$ cat src/rtl/mem_port_arbiter_if.sv
// rtl/mem_port_arbiter_if.sv - Requester and memory-side signal bundle for mem_port_arbiter
// slave is the arbiter's view; master is the view of the requesters plus the memory.
interface mem_port_arbiter_if #(
    parameter int AW = 8,
    parameter int DW = 16
);
    logic          cpu_req;
    logic          cpu_we;
    logic [AW-1:0] cpu_addr;
    logic [DW-1:0] cpu_wdata;
    logic [DW-1:0] cpu_rdata;
    logic          cpu_ack;

    logic          ldr_req;
    logic          ldr_we;
    logic [AW-1:0] ldr_addr;
    logic [DW-1:0] ldr_wdata;
    logic [DW-1:0] ldr_rdata;
    logic          ldr_ack;

    logic          mem_rd;
    logic          mem_wr;
    logic [AW-1:0] mem_addr;
    logic [DW-1:0] mem_wdata;
    logic [DW-1:0] mem_rdata;

    logic          busy;
    logic          owner;

    modport slave (
        input  cpu_req, cpu_we, cpu_addr, cpu_wdata,
        input  ldr_req, ldr_we, ldr_addr, ldr_wdata,
        input  mem_rdata,
        output cpu_rdata, cpu_ack, ldr_rdata, ldr_ack,
        output mem_rd, mem_wr, mem_addr, mem_wdata,
        output busy, owner
    );

    modport master (
        output cpu_req, cpu_we, cpu_addr, cpu_wdata,
        output ldr_req, ldr_we, ldr_addr, ldr_wdata,
        output mem_rdata,
        input  cpu_rdata, cpu_ack, ldr_rdata, ldr_ack,
        input  mem_rd, mem_wr, mem_addr, mem_wdata,
        input  busy, owner
    );
endinterface

$ cat src/rtl/mem_port_arbiter.sv
// rtl/mem_port_arbiter.sv - Round-robin arbiter sharing one memory port between controller and loader
// Each grant runs IDLE -> ACCESS (MEM_LAT strobe cycles) -> ACK; every output is a flop.
module mem_port_arbiter #(
    parameter int AW      = 8,
    parameter int DW      = 16,
    parameter int MEM_LAT = 2
) (
    input  logic clk,
    input  logic reset,
    mem_port_arbiter_if.slave bus
);
    localparam logic [1:0] S_IDLE   = 2'd0;
    localparam logic [1:0] S_ACCESS = 2'd1;
    localparam logic [1:0] S_ACK    = 2'd2;

    localparam logic [3:0] LAT_LOAD = 4'(MEM_LAT - 1);

    logic [1:0]    state_q, state_d;
    logic [3:0]    cnt_q, cnt_d;
    logic          we_q, we_d;
    logic [AW-1:0] addr_q, addr_d;
    logic [DW-1:0] wdata_q, wdata_d;
    logic          owner_q, owner_d;
    logic          last_owner_q, last_owner_d;
    logic [DW-1:0] cpu_rdata_q, cpu_rdata_d;
    logic [DW-1:0] ldr_rdata_q, ldr_rdata_d;
    logic          cpu_ack_q, cpu_ack_d;
    logic          ldr_ack_q, ldr_ack_d;
    logic          mem_rd_q, mem_rd_d;
    logic          mem_wr_q, mem_wr_d;
    logic          busy_q, busy_d;

    logic          grant_ldr;
    logic          sel_we;

    // On a tie the requester that did not win last time is served.
    assign grant_ldr = bus.ldr_req & (~bus.cpu_req | ~last_owner_q);
    assign sel_we    = grant_ldr ? bus.ldr_we : bus.cpu_we;

    always_comb begin
        state_d      = state_q;
        cnt_d        = cnt_q;
        we_d         = we_q;
        addr_d       = addr_q;
        wdata_d      = wdata_q;
        owner_d      = owner_q;
        last_owner_d = last_owner_q;
        cpu_rdata_d  = cpu_rdata_q;
        ldr_rdata_d  = ldr_rdata_q;
        cpu_ack_d    = 1'b0;
        ldr_ack_d    = 1'b0;
        mem_rd_d     = mem_rd_q;
        mem_wr_d     = mem_wr_q;
        busy_d       = busy_q;

        case (state_q)
            S_IDLE: begin
                if (bus.cpu_req | bus.ldr_req) begin
                    owner_d      = grant_ldr;
                    last_owner_d = grant_ldr;
                    we_d         = sel_we;
                    addr_d       = grant_ldr ? bus.ldr_addr  : bus.cpu_addr;
                    wdata_d      = grant_ldr ? bus.ldr_wdata : bus.cpu_wdata;
                    cnt_d        = LAT_LOAD;
                    mem_rd_d     = ~sel_we;
                    mem_wr_d     = sel_we;
                    busy_d       = 1'b1;
                    state_d      = S_ACCESS;
                end
            end
            S_ACCESS: begin
                if (cnt_q == 4'd0) begin
                    mem_rd_d = 1'b0;
                    mem_wr_d = 1'b0;
                    if (!we_q) begin
                        if (owner_q) ldr_rdata_d = bus.mem_rdata;
                        else         cpu_rdata_d = bus.mem_rdata;
                    end
                    cpu_ack_d = ~owner_q;
                    ldr_ack_d = owner_q;
                    state_d   = S_ACK;
                end else begin
                    cnt_d = cnt_q - 4'd1;
                end
            end
            S_ACK: begin
                busy_d  = 1'b0;
                state_d = S_IDLE;
            end
            default: begin
                mem_rd_d = 1'b0;
                mem_wr_d = 1'b0;
                busy_d   = 1'b0;
                state_d  = S_IDLE;
            end
        endcase
    end

    always_ff @(posedge clk) begin
        if (!reset) begin
            state_q      <= S_IDLE;
            cnt_q        <= 4'd0;
            we_q         <= 1'b0;
            addr_q       <= '0;
            wdata_q      <= '0;
            owner_q      <= 1'b0;
            last_owner_q <= 1'b1;
            cpu_rdata_q  <= '0;
            ldr_rdata_q  <= '0;
            cpu_ack_q    <= 1'b0;
            ldr_ack_q    <= 1'b0;
            mem_rd_q     <= 1'b0;
            mem_wr_q     <= 1'b0;
            busy_q       <= 1'b0;
        end else begin
            state_q      <= state_d;
            cnt_q        <= cnt_d;
            we_q         <= we_d;
            addr_q       <= addr_d;
            wdata_q      <= wdata_d;
            owner_q      <= owner_d;
            last_owner_q <= last_owner_d;
            cpu_rdata_q  <= cpu_rdata_d;
            ldr_rdata_q  <= ldr_rdata_d;
            cpu_ack_q    <= cpu_ack_d;
            ldr_ack_q    <= ldr_ack_d;
            mem_rd_q     <= mem_rd_d;
            mem_wr_q     <= mem_wr_d;
            busy_q       <= busy_d;
        end
    end

    assign bus.cpu_rdata = cpu_rdata_q;
    assign bus.cpu_ack   = cpu_ack_q;
    assign bus.ldr_rdata = ldr_rdata_q;
    assign bus.ldr_ack   = ldr_ack_q;
    assign bus.mem_rd    = mem_rd_q;
    assign bus.mem_wr    = mem_wr_q;
    assign bus.mem_addr  = addr_q;
    assign bus.mem_wdata = wdata_q;
    assign bus.busy      = busy_q;
    assign bus.owner     = owner_q;
endmodule

$ cat src/flat_wrapper.sv
// flat-port wrapper written by rule: the top's interface ports become plain ports
module mem_port_arbiter_flat 
#(
    parameter int AW      = 8,
    parameter int DW      = 16,
    parameter int MEM_LAT = 2
)
  (clk, reset, bus_cpu_req, bus_cpu_we, bus_cpu_addr, bus_cpu_wdata, bus_ldr_req, bus_ldr_we, bus_ldr_addr, bus_ldr_wdata, bus_mem_rdata, bus_cpu_rdata, bus_cpu_ack, bus_ldr_rdata, bus_ldr_ack, bus_mem_rd, bus_mem_wr, bus_mem_addr, bus_mem_wdata, bus_busy, bus_owner);
  mem_port_arbiter_if #(.AW(AW), .DW(DW)) bus_i ();
  input  logic clk;
  input  logic reset;
  input wire logic [$bits(bus_i.cpu_req)-1:0] bus_cpu_req;
  input wire logic [$bits(bus_i.cpu_we)-1:0] bus_cpu_we;
  input wire logic [$bits(bus_i.cpu_addr)-1:0] bus_cpu_addr;
  input wire logic [$bits(bus_i.cpu_wdata)-1:0] bus_cpu_wdata;
  input wire logic [$bits(bus_i.ldr_req)-1:0] bus_ldr_req;
  input wire logic [$bits(bus_i.ldr_we)-1:0] bus_ldr_we;
  input wire logic [$bits(bus_i.ldr_addr)-1:0] bus_ldr_addr;
  input wire logic [$bits(bus_i.ldr_wdata)-1:0] bus_ldr_wdata;
  input wire logic [$bits(bus_i.mem_rdata)-1:0] bus_mem_rdata;
  output wire logic [$bits(bus_i.cpu_rdata)-1:0] bus_cpu_rdata;
  output wire logic [$bits(bus_i.cpu_ack)-1:0] bus_cpu_ack;
  output wire logic [$bits(bus_i.ldr_rdata)-1:0] bus_ldr_rdata;
  output wire logic [$bits(bus_i.ldr_ack)-1:0] bus_ldr_ack;
  output wire logic [$bits(bus_i.mem_rd)-1:0] bus_mem_rd;
  output wire logic [$bits(bus_i.mem_wr)-1:0] bus_mem_wr;
  output wire logic [$bits(bus_i.mem_addr)-1:0] bus_mem_addr;
  output wire logic [$bits(bus_i.mem_wdata)-1:0] bus_mem_wdata;
  output wire logic [$bits(bus_i.busy)-1:0] bus_busy;
  output wire logic [$bits(bus_i.owner)-1:0] bus_owner;
  assign bus_i.cpu_req = bus_cpu_req;
  assign bus_i.cpu_we = bus_cpu_we;
  assign bus_i.cpu_addr = bus_cpu_addr;
  assign bus_i.cpu_wdata = bus_cpu_wdata;
  assign bus_i.ldr_req = bus_ldr_req;
  assign bus_i.ldr_we = bus_ldr_we;
  assign bus_i.ldr_addr = bus_ldr_addr;
  assign bus_i.ldr_wdata = bus_ldr_wdata;
  assign bus_i.mem_rdata = bus_mem_rdata;
  assign bus_cpu_rdata = bus_i.cpu_rdata;
  assign bus_cpu_ack = bus_i.cpu_ack;
  assign bus_ldr_rdata = bus_i.ldr_rdata;
  assign bus_ldr_ack = bus_i.ldr_ack;
  assign bus_mem_rd = bus_i.mem_rd;
  assign bus_mem_wr = bus_i.mem_wr;
  assign bus_mem_addr = bus_i.mem_addr;
  assign bus_mem_wdata = bus_i.mem_wdata;
  assign bus_busy = bus_i.busy;
  assign bus_owner = bus_i.owner;
  mem_port_arbiter #(.AW(AW), .DW(DW), .MEM_LAT(MEM_LAT)) u_core (.clk(clk), .reset(reset), .bus(bus_i));
endmodule
$ cat config.mk
export PLATFORM = sky130hd
export DESIGN_NAME = mem_port_arbiter_flat
export DESIGN_NICKNAME = d
export VERILOG_FILES = /design/src/rtl/mem_port_arbiter_if.sv /design/src/rtl/mem_port_arbiter.sv /design/src/flat_wrapper.sv
export SDC_FILE = /design/constraint.sdc
export NUM_CORES = 1
export LEC_CHECK = 0
export CORE_MARGIN = 2
export CORE_UTILIZATION = 45
export DETAILED_ROUTE_END_ITERATION = 6
export PLACE_DENSITY = 0.85
export SLEW_MARGIN = 30
export SYNTH_ARGS = -nofsm -noshare
export SYNTH_HDL_FRONTEND = slang
export SYNTH_SLANG_ARGS = --single-unit
$ cat constraint.sdc
create_clock -name clk -period 4.95 [get_ports clk]
set_clock_uncertainty 0.05 [all_clocks]
set_input_delay 0.495 -clock clk [delete_from_list [all_inputs] [get_ports clk]]
set_output_delay 0.495 -clock clk [all_outputs]
set_load 0.005 [all_outputs]
==> flow_metrics.tcl <==
set metrics [dict create \
    grt_pass1_wl_um 13000 \
    startpoint "u_core.cnt_q[0]" \
    drive_gt1_frac 0.0692 \
    clock_sinks 70 \
    async_flop_share 0 \
    ys_warn_count 0 \
    cp_max_fo 21 \
    cp.arrival_ns 2.40 \
    drc_errors 0 \
    synth_top_area_share 0.475 \
    cts_resized 0 \
    synth_seq_cells 70 \
    dieArea_um2 7220 \
    hold_path.class "reg2reg" \
    ant_nets 0 \
    hpwlAfterDp_um 5720 \
    syn-num-nets 364 \
    p_int_mw 1.08 \
    p_switching_mw 0.373 \
    layout_common_cells "131 x clkdlybuf4s50_1, 70 x dfxtp_1, 35 x o21ai_0" \
    synth.area.top_cells "dfxtp_1 47%, mux2i_1 8.5%, o2bb2ai_1 7.7%" \
    leakagePower_nw 1.59 \
    rsz0062_at_grt "false" \
    num_vias 2737 \
    clkPwrFrac 0.341 \
    fin_crit_sh 0.441 \
    wl_per_cell_um 16.4 \
    finalMaxSlewViolations 0 \
    critPathKind "reg2reg" \
    hold_viol 0 \
    areaGrowthSynthToFinish_pct 53.0 \
    die_x_um 85.0 \
    synth-edff-count 0 \
    postCtsHoldBufs 0 \
    max_slew_margin 0.497 \
    crit-reg2reg-launch "u_core.cnt_q[0]" \
    antenna_found_initial 0 \
    grt.total_usage 0.224 \
    endpoint_kind "register" \
    std_cell_rows 29 \
    drtPass1Iterations 4 \
    worstSkewPairLatency_ns 0.33 \
    diodes 0 \
    cts.reportedPaths.clkPinSlew_ns 0.07 \
    grt.overflow.total 0 \
    layout_commonest_cell "clkdlybuf4s50_1" \
    synth-main-ff-cell "dfxtp_1" \
    postPlaceCellArea_um2 4300 \
    grt_max_degree 45 \
    final_nets 485 \
    crit_path_start_kind "register" \
    initial_utilization 0.465 \
    seqPwrFrac 0.440 \
    postCtsSetupBuffers 0 \
    gp_congestion 0.778 \
    synth_cell_types 43 \
    ys_seq_area_frac 0.475 \
    ctsLongestPathBuffers 2 \
    portBuffers 131 \
    netlist_area_um2 2950 \
    finalSetupTns_ns 0 \
    cts-root-buf "clkbuf_8" \
    finalPower_mw 1.46 \
    finalSetupViolations 0 \
    core_region_area_um2 6350 \
    via_per_inst 5.52 \
    cts_tree "yes" \
    p_sw_frac 0.256 \
    fin_crit_ns 2.18 \
    grt_pass1_vias 2723 \
    initialDrtViolationCount 163 \
    postSynthCellCount 293 \
    synth.avg_cell_area_um2 10.1 \
    cap_violations 0 \
    die-height_um 85.0 \
    power_density_nw_per_um2 322 \
    htree_levels 3 \
    max-vdd-ir-drop_mv 0.284 \
    power_frac_comb 0.219 \
    numCtsBuffers 9 \
    worst_pin_slew_ns 0.755 \
    worstPathRequired_ns 5.17 \
    ios 132 \
    yosysTopAreaCell "dfxtp_1" \
    hp-start "u_core.bus.mem_rd" \
    status "complete, no violations" \
    fin_area_um2 4520 \
    fmax_ghz 0.458 \
    wirelength_um 8120 \
]
layer usage:
layer	up-vias	share of wire	global-route usage
li1	1322	-	-
met3	16	0.057	0.0486
met1	1292	0.41	0.274
met5	-	0	0
met2	107	0.51	0.388
met4	0	0.020	0.0794
layout make-up:
class / count / area (µm²)
clock buffer: 12 / 145
clock inverter: 4 / 70.1
fill: 471 / 1830
inverter: 4 / 15.0
multi-input combinational: 195 / 1450
sequential: 70 / 1400
tap: 77 / 96.3
timing repair buffer: 134 / 1340
power by group through the flow:
stage / Combinational [mW] / Sequential [mW] / Clock [mW]
6_report: 0.319 / 0.641 / 0.497
2_1_floorplan: 0.148 / 0.648 / 0
5_1_grt: 0.344 / 0.646 / 0.531
3_3_place_gp: 0.306 / 0.650 / 0
4_1_cts: 0.319 / 0.640 / 0.504
3_5_place_dp: 0.318 / 0.650 / 0
critical path, stage by stage (launching register included):
cell and delay, ns:
dfxtp_1 0.34, inv_1 0.07, ha_1 0.24, nor4bb_4 0.73, buf_4 0.36, and3_1 0.21
nor2b_1 0.13
flip-flops by register name (all words and copies together), names as in the netlist, 2 cells and up:
register	count
u_core.bus.cpu_rdata	16
u_core.bus.ldr_rdata	16
u_core.bus.mem_wdata	16
u_core.bus.mem_addr	8
u_core.cnt_q	4
u_core.state_q	2
cells by family (layout without fill, tap and decap cells):
logic type / Yosys count / in the layout / synth area share
multiplexers: 25 / 25 / 0.0848
AO/OA/AOI/OAI: 108 / 108 / 0.260
flip-flops: 70 / 70 / 0.475
adder cells (fa/ha/maj): 1 / 1 / 0.00424
buffers and inverters: 28 / 154 / 0.0500
AND/OR/NAND/NOR: 61 / 61 / 0.126
final timing paths:
kind	end	slack, ns	cells past startpoint
worst max register to register	u_core.bus.cpu_ack	2.77	6
worst min register to register	u_core.bus.mem_rd	0.42	1
worst min-delay path	u_core.bus.mem_rd	0.42	1
worst max-delay path	u_core.bus.cpu_ack	2.77	6
cells in the mapped netlist (2+ instances only):
cell type	instances
mux2i_1	25
inv_1	4
nor2_1	3
and3_1	2
a21boi_0	22
clkbuf_1	9
a21boi_1	14
o21a_1	2
and2_1	2
or3b_4	2
nand2_1	2
nand3_1	33
o21ai_0	35
o2bb2ai_1	26
buf_4	7
buf_2	6
nor2b_1	4
dfxtp_1	70
metrics by stage:
stage,std cells,worst slack (ns),utilization,hold WS [ns]
after global routing,496,2.58,0.711,0.431
after detailed placement,480,2.58,0.676,0.397
after CTS,496,2.80,0.710,0.420
after global placement,479,2.34,0.672,0.394
after floorplan,293,3.40,-,0.406
final,496,2.77,0.711,0.417
(Power assumes the default switching activity.)
